### src/rtl/cal_pkg.sv
// Shared constants, date record and month-length helper for the calendar date keeper.
package cal_pkg;

   localparam logic [3:0] OPT_DATE_SET = 4'b0011;

   typedef enum logic [3:0] {
      FIELD_DAY   = 4'b0001,
      FIELD_MONTH = 4'b0010,
      FIELD_YEAR  = 4'b0011,
      FIELD_WDAY  = 4'b0100
   } field_e;

   typedef struct packed {
      logic [6:0] year;
      logic [6:0] month;
      logic [6:0] day;
      logic [2:0] wday;
   } date_t;

   // Year is binary 0..99, so year%4==0 is just the two low bits.
   function automatic logic [4:0] month_len(input logic [6:0] month,
                                            input logic [6:0] year,
                                            input logic       leap_en);
      case (month)
         7'd4, 7'd6, 7'd9, 7'd11: month_len = 5'd30;
         7'd2:    month_len = (leap_en && (year[1:0] == 2'b00)) ? 5'd29 : 5'd28;
         default: month_len = 5'd31;
      endcase
   endfunction

endpackage

### src/rtl/calendar_date_gen_if.sv
// Button/tick inputs and BCD display outputs of the calendar date keeper.
interface calendar_date_gen_if;
   logic       DAY_TICK;
   logic       U;
   logic       D;
   logic [3:0] OPTION;
   logic [3:0] COUNT;
   logic [3:0] y10, y1;
   logic [3:0] m10, m1;
   logic [3:0] d10, d1;
   logic [2:0] WDAY;
   logic       LEAP;
   logic       YEAR_WRAP;

   modport slave (
      input  DAY_TICK, U, D, OPTION, COUNT,
      output y10, y1, m10, m1, d10, d1, WDAY, LEAP, YEAR_WRAP
   );

   modport master (
      output DAY_TICK, U, D, OPTION, COUNT,
      input  y10, y1, m10, m1, d10, d1, WDAY, LEAP, YEAR_WRAP
   );
endinterface

### src/rtl/cal_bcd_split.sv
// Binary 0..99 to two BCD digits.
module cal_bcd_split (
   input  logic [6:0] bin,
   output logic [3:0] tens,
   output logic [3:0] ones
);
   assign tens = 4'(bin / 7'd10);
   assign ones = 4'(bin % 7'd10);
endmodule

### src/rtl/calendar_date_gen.sv
// Date keeper: day-tick carry chain, button edits with day clamp, weekday counter.
module calendar_date_gen
   import cal_pkg::*;
#(
   parameter int YEAR_MIN  = 1,
   parameter int YEAR_MAX  = 99,
   parameter int RST_YEAR  = 20,
   parameter int RST_MONTH = 12,
   parameter int RST_DAY   = 15,
   parameter int RST_WDAY  = 0,
   parameter int LEAP_EN   = 1
) (
   input logic                CLK,
   input logic                RESET,
   calendar_date_gen_if.slave bus
);

   localparam logic [6:0] Y_MIN  = 7'(YEAR_MIN);
   localparam logic [6:0] Y_MAX  = 7'(YEAR_MAX);
   localparam logic       LEAP_B = (LEAP_EN != 0);

   date_t      cur, nxt;
   logic       u_last, d_last, u_en, d_en;
   logic       year_wrap, wrap_nxt;
   logic       edit_go;
   logic [4:0] ml_cur, ml_edit;

   always_ff @(posedge CLK) begin
      if (RESET) begin
         cur.year  <= 7'(RST_YEAR);
         cur.month <= 7'(RST_MONTH);
         cur.day   <= 7'(RST_DAY);
         cur.wday  <= 3'(RST_WDAY);
         u_last    <= 1'b0;
         d_last    <= 1'b0;
         u_en      <= 1'b0;
         d_en      <= 1'b0;
         year_wrap <= 1'b0;
      end else begin
         cur       <= nxt;
         u_last    <= bus.U;
         d_last    <= bus.D;
         u_en      <= bus.U & ~u_last;
         d_en      <= bus.D & ~d_last;
         year_wrap <= wrap_nxt;
      end
   end

   always_comb begin
      nxt      = cur;
      wrap_nxt = 1'b0;
      ml_cur   = month_len(cur.month, cur.year, LEAP_B);
      ml_edit  = ml_cur;
      edit_go  = (bus.OPTION == OPT_DATE_SET) && (u_en ^ d_en);

      // A tick wins over a same-cycle edit; the edit event is simply lost.
      if (bus.DAY_TICK) begin
         nxt.wday = (cur.wday == 3'd6) ? 3'd0 : cur.wday + 3'd1;
         if ({2'b00, ml_cur} > cur.day) begin
            nxt.day = cur.day + 7'd1;
         end else begin
            nxt.day = 7'd1;
            if (cur.month != 7'd12) begin
               nxt.month = cur.month + 7'd1;
            end else begin
               nxt.month = 7'd1;
               if (cur.year == Y_MAX) begin
                  nxt.year = Y_MIN;
                  wrap_nxt = 1'b1;
               end else begin
                  nxt.year = cur.year + 7'd1;
               end
            end
         end
      end else if (edit_go) begin
         case (bus.COUNT)
            FIELD_DAY: begin
               if (u_en) begin
                  nxt.day  = (cur.day >= {2'b00, ml_cur}) ? 7'd1 : cur.day + 7'd1;
                  nxt.wday = (cur.wday == 3'd6) ? 3'd0 : cur.wday + 3'd1;
               end else begin
                  nxt.day  = (cur.day <= 7'd1) ? {2'b00, ml_cur} : cur.day - 7'd1;
                  nxt.wday = (cur.wday == 3'd0) ? 3'd6 : cur.wday - 3'd1;
               end
            end
            FIELD_MONTH: begin
               if (u_en) nxt.month = (cur.month == 7'd12) ? 7'd1 : cur.month + 7'd1;
               else      nxt.month = (cur.month == 7'd1) ? 7'd12 : cur.month - 7'd1;
            end
            FIELD_YEAR: begin
               if (u_en) nxt.year = (cur.year >= Y_MAX) ? Y_MIN : cur.year + 7'd1;
               else      nxt.year = (cur.year <= Y_MIN) ? Y_MAX : cur.year - 7'd1;
            end
            FIELD_WDAY: begin
               if (u_en) nxt.wday = (cur.wday == 3'd6) ? 3'd0 : cur.wday + 3'd1;
               else      nxt.wday = (cur.wday == 3'd0) ? 3'd6 : cur.wday - 3'd1;
            end
            default: ;
         endcase
         // Month/year edits can shorten the month under the current day.
         ml_edit = month_len(nxt.month, nxt.year, LEAP_B);
         if (nxt.day > {2'b00, ml_edit}) nxt.day = {2'b00, ml_edit};
      end
   end

   logic [2:0][6:0] bin;
   logic [2:0][3:0] tens, ones;

   assign bin = {cur.year, cur.month, cur.day};

   for (genvar i = 0; i < 3; i++) begin : g_bcd
      cal_bcd_split u_split (.bin(bin[i]), .tens(tens[i]), .ones(ones[i]));
   end

   assign bus.y10       = tens[2];
   assign bus.y1        = ones[2];
   assign bus.m10       = tens[1];
   assign bus.m1        = ones[1];
   assign bus.d10       = tens[0];
   assign bus.d1        = ones[0];
   assign bus.WDAY      = cur.wday;
   assign bus.LEAP      = LEAP_B && (cur.year[1:0] == 2'b00);
   assign bus.YEAR_WRAP = year_wrap;

endmodule
### src/flat_wrapper.sv
// flat-port wrapper written by rule: the top's interface ports become plain ports
module calendar_date_gen_flat import cal_pkg::*;
#(
   parameter int YEAR_MIN  = 1,
   parameter int YEAR_MAX  = 99,
   parameter int RST_YEAR  = 20,
   parameter int RST_MONTH = 12,
   parameter int RST_DAY   = 15,
   parameter int RST_WDAY  = 0,
   parameter int LEAP_EN   = 1
)
  (CLK, RESET, bus_DAY_TICK, bus_U, bus_D, bus_OPTION, bus_COUNT, bus_y10, bus_y1, bus_m10, bus_m1, bus_d10, bus_d1, bus_WDAY, bus_LEAP, bus_YEAR_WRAP);
  calendar_date_gen_if bus_i ();
  input logic CLK;
  input logic RESET;
  input wire logic [$bits(bus_i.DAY_TICK)-1:0] bus_DAY_TICK;
  input wire logic [$bits(bus_i.U)-1:0] bus_U;
  input wire logic [$bits(bus_i.D)-1:0] bus_D;
  input wire logic [$bits(bus_i.OPTION)-1:0] bus_OPTION;
  input wire logic [$bits(bus_i.COUNT)-1:0] bus_COUNT;
  output wire logic [$bits(bus_i.y10)-1:0] bus_y10;
  output wire logic [$bits(bus_i.y1)-1:0] bus_y1;
  output wire logic [$bits(bus_i.m10)-1:0] bus_m10;
  output wire logic [$bits(bus_i.m1)-1:0] bus_m1;
  output wire logic [$bits(bus_i.d10)-1:0] bus_d10;
  output wire logic [$bits(bus_i.d1)-1:0] bus_d1;
  output wire logic [$bits(bus_i.WDAY)-1:0] bus_WDAY;
  output wire logic [$bits(bus_i.LEAP)-1:0] bus_LEAP;
  output wire logic [$bits(bus_i.YEAR_WRAP)-1:0] bus_YEAR_WRAP;
  assign bus_i.DAY_TICK = bus_DAY_TICK;
  assign bus_i.U = bus_U;
  assign bus_i.D = bus_D;
  assign bus_i.OPTION = bus_OPTION;
  assign bus_i.COUNT = bus_COUNT;
  assign bus_y10 = bus_i.y10;
  assign bus_y1 = bus_i.y1;
  assign bus_m10 = bus_i.m10;
  assign bus_m1 = bus_i.m1;
  assign bus_d10 = bus_i.d10;
  assign bus_d1 = bus_i.d1;
  assign bus_WDAY = bus_i.WDAY;
  assign bus_LEAP = bus_i.LEAP;
  assign bus_YEAR_WRAP = bus_i.YEAR_WRAP;
  calendar_date_gen #(.YEAR_MIN(YEAR_MIN), .YEAR_MAX(YEAR_MAX), .RST_YEAR(RST_YEAR), .RST_MONTH(RST_MONTH), .RST_DAY(RST_DAY), .RST_WDAY(RST_WDAY), .LEAP_EN(LEAP_EN)) u_core (.CLK(CLK), .RESET(RESET), .bus(bus_i));
endmodule
### config.mk
export PLATFORM = sky130hd
export DESIGN_NAME = calendar_date_gen_flat
export DESIGN_NICKNAME = d
export VERILOG_FILES = /design/src/rtl/cal_pkg.sv /design/src/rtl/calendar_date_gen_if.sv /design/src/rtl/cal_bcd_split.sv /design/src/rtl/calendar_date_gen.sv /design/src/flat_wrapper.sv
export SDC_FILE = /design/constraint.sdc
export NUM_CORES = 1
export LEC_CHECK = 0
export BUFFER_PORTS_ARGS = -buffer_cell sky130_fd_sc_hd__buf_2
export CAP_MARGIN = 20
export CORE_ASPECT_RATIO = 0.7
export CORE_MARGIN = 5
export CORE_UTILIZATION = 36
export DETAILED_ROUTE_END_ITERATION = 8
export GPL_ROUTABILITY_DRIVEN = 0
export PLACE_DENSITY = 0.5
export SLEW_MARGIN = 10
export SYNTH_ARGS = -nofsm -noshare
export SYNTH_HDL_FRONTEND = slang
export SYNTH_HIERARCHICAL = 1
export SYNTH_SLANG_ARGS = --single-unit
### constraint.sdc
create_clock -name CLK -period 11.54 [get_ports CLK]
set_input_delay 0.577 -clock CLK [delete_from_list [all_inputs] [get_ports CLK]]
set_output_delay 0.577 -clock CLK [all_outputs]
set_load 0.1 [all_outputs]
==> impl_results.md <==
- Vias post-DR: approximately 4,400
- Avg Cell Area, Syn: ~7.3 um2
- Lkg Pwr: approximately 1.7 nW
- Max cap viols: 0
- # rows: 33
- PD cells: 100 nW/um2
- Synth Area in Simple Gates: 30.7%
- Critical Path Sink: u_core/bin[0]
- Mapped Nets: around 630
- RSZ-0062 raised after global routing: no
- Setup CP Type: flop to flop
- Post-synthesis sequential area ratio: approximately 13%
- Post-Synth XOR/XNOR Area: under 10%
- Largest family of logic cells by synthesized area: compound AO/OA/AOI/OAI gates
- Reg2reg start: u_core/bin[9]
- Reg clk slew, reported paths: ~0.05 ns
- Synth area leaders: dfxtp_1, ha_1, nand2_1, a21oi_1, nor2_1
- Final Hold Fails: 0
- Finished Cell Area: roughly 4700 um2
- FF-to-FF setup slack: around 7 ns
- # IOs: 42
- HP Class: flop to flop
- Initial antenna violation count: 0
- Cells after Synth: roughly 590
- VDD IR max: ~0.045 mV
- CTS tree: done
- Core area: about 12,000 um2
- Largest net degree at the start of global routing: 43
- Share of post-route cells with drive strength above 1: ~16%
- DR pass1 iterations: 5
- Compound-gate portion of the synthesized area: a little over a third
- Yosys warns: 6
- Synth Register Bits: 29
- Fin nets: between 600 and 700
- Final setup violation count: 0
- Mapped Area: between 4000 and 5000 um2
- Worst r2r dst: u_core/bin[0]
- CP Capture Type: flop
- Via density: about 5.8
- Post-synth EDFFs: 0
- Worst R2R Path Depth: 15
- Post_cts resized: 0
- Total setup buffers inserted after CTS: 0
- Drt initial violations: 422
- Final Core Density: about two fifths
- Post-Route WL: approximately 12,000 um
- TritonCTS Buffers: 5
- F_max: approximately 230 MHz
- All-Layer GR Usage: 17.3%
- Largest area contributor in the netlist: dfxtp_1
- Critical path data required time: between 10 and 15 ns
- Slew HR: a little over two fifths
- Total negative setup slack: 0 ns
- Hpwl dp: approximately 8900 um
- Post-DP Area: roughly 4500 um2
- Drt wl/cell: around 16 um
- Async SR Flop Fraction: 0%
- Cts hold-fix bufs: 0
- Fin crit share: around 38%
- Vias in the first global route: 4,043
- CP Max Fanout: 25
- Worst Setup SP: u_core/bin[9]
- Die ar.: 14,300 um2
- # clock sinks: 29
- Starting density of the core: between 30% and 40%
- Slew Limit Fails: 0
- Commonest cells post-synth: nand2_1, nor2_1, a21oi_1
- Area Overhead vs Synth: 8.61%
- Status: finished clean
- Min Tclk post-route: about 4.4 ns
- Mux contribution to synthesized area: between 2 and 2.5%
- Share of the synthesized area in the top cell type: between 10 and 15%
- Die width: about 140 um
- Startpoint types: flop
- Yosys cell types: 88
- Chip height: 102 um
- Worst Path Arrival: ~4.5 ns
- DRC: 0
- Clock skew: around 0.007 ns
- H-tree depth: 2
- Fill count: about 1,200
- Gr ovfl total: 0
- Worst Tran Pin Value: about 0.84 ns
- First-pass GRT wire length: roughly 21,000 um
- # diodes: 0
- Number of routed nets with antenna violations: 0
- Primary FF master, synth: dfxtp_1
- Root Driver: clkbuf_16
- Adder-cell share of the synthesized area: 6.95%
- Port bufs: just over 40
- Most common cell in the netlist: nand2_1
- Max Root-Sink Buffers: 2
- Clk Latency, worst-skew pair: roughly 0.28 ns
-- metrics by stage --
stage | power [mW] | setup slack (ns) | hold slack, ns | instances
3_5_place_dp | 0.298 | 7.28 | 0.373 | 749
2_1_floorplan | 0.270 | 7.66 | 0.367 | 588
3_3_place_gp | 0.298 | 7.42 | 0.371 | 749
4_1_cts | 0.473 | 7.22 | 0.382 | 757
5_1_grt | 0.493 | 6.71 | 0.402 | 758
6_report | 0.471 | 7.17 | 0.379 | 758
-- area by class of cell --
cell class,count,area [um2],area share (%)
multi-input cells,482,3350,71.4
clock inverters,3,65.1,1.39
inverters,36,135,2.88
repair buffers,46,240,5.12
well taps,157,196,4.19
clock buffers,5,125,2.67
flip-flops and latches,29,581,12.4
-- placed cells by master (no fill, tap or decap), types with 7 or more instances in the layout --
| cell | netlist | layout |
|---|---|---|
| nand3b_1 | 7 | 7 |
| nand3_1 | 20 | 20 |
| o21ai_1 | 12 | 12 |
| nand2_1 | 56 | 56 |
| nor3_1 | 11 | 11 |
| o221ai_1 | 7 | 7 |
| inv_1 | 30 | 30 |
| a31oi_1 | 9 | 9 |
| nor2_1 | 44 | 44 |
| xor2_1 | 10 | 10 |
| o21a_1 | 8 | 8 |
| buf_2 | 5 | 41 |
| a21oi_1 | 41 | 41 |
| nor2b_1 | 8 | 8 |
| mux2i_1 | 7 | 7 |
| dfxtp_1 | 29 | 29 |
| ha_1 | 24 | 24 |
| o21ai_0 | 27 | 27 |
| nand2b_1 | 15 | 15 |
| or3_1 | 15 | 15 |
-- logic make-up (layout without fill, tap and decap cells) --
| family | Yosys count | count (layout) |
|---|---|---|
| buffers and inverters | 77 | 90 |
| AND/OR/NAND/NOR | 234 | 234 |
| XOR/XNOR | 14 | 14 |
| flip-flops | 29 | 29 |
| adder cells (fa/ha/maj) | 24 | 24 |
| AO/OA/AOI/OAI | 201 | 201 |
| multiplexers | 9 | 9 |
-- registers in the layout, indices dropped and copies added (netlist names) --
| name | cells |
|---|---|
| u_core/d_en | 1 |
| u_core/bus.WDAY | 3 |
| u_core/u_last | 1 |
| u_core/u_en | 1 |
| u_core/d_last | 1 |
| u_core/bin | 21 |
| u_core/bus.YEAR_WRAP | 1 |
-- routing by layer --
metal	global-route usage (%)	vias to the layer above	wire, um
met5	0	-	0
met4	2.98	0	102
met3	2.83	11	818
met2	24.6	147	4990
met1	27.3	2031	6390
li1	-	2215	-
-- worst min path at each step --
stage	from	endpoint	slack (ns)	depth (start not counted)
3_5_place_dp	u_core/d_last	u_core/d_en	0.37	1
4_1_cts	u_core/d_last	u_core/d_en	0.38	1
2_1_floorplan	u_core/d_last	u_core/d_en	0.37	1
6_report	u_core/d_last	u_core/d_en	0.38	1
5_1_grt	u_core/d_last	u_core/d_en	0.40	1
3_3_place_gp	u_core/d_last	u_core/d_en	0.37	1
-- where the power goes --
group / switching, mW / internal [mW]
Combinational: 0.128 / 0.0500
Sequential: 0.0160 / 0.105
Clock: 0.0487 / 0.123
Total: 0.193 / 0.278
-- critical path: stages, from the launching register on --
cell and delay, ns:
dfxtp_1 0.84, nor2_1 0.28, a22oi_1 0.21, and3_1 0.20
inv_1 0.06, ha_1 0.26, nand2b_1 0.13, a21oi_1 0.35
o21ai_0 0.18, o221ai_1 0.20, a21boi_0 0.27, ha_1 0.29
a211oi_1 0.33, a31oi_2 0.18, a211o_1 0.33, o22a_1 0.15
Note: power is estimated with default switching activity, not from simulation.
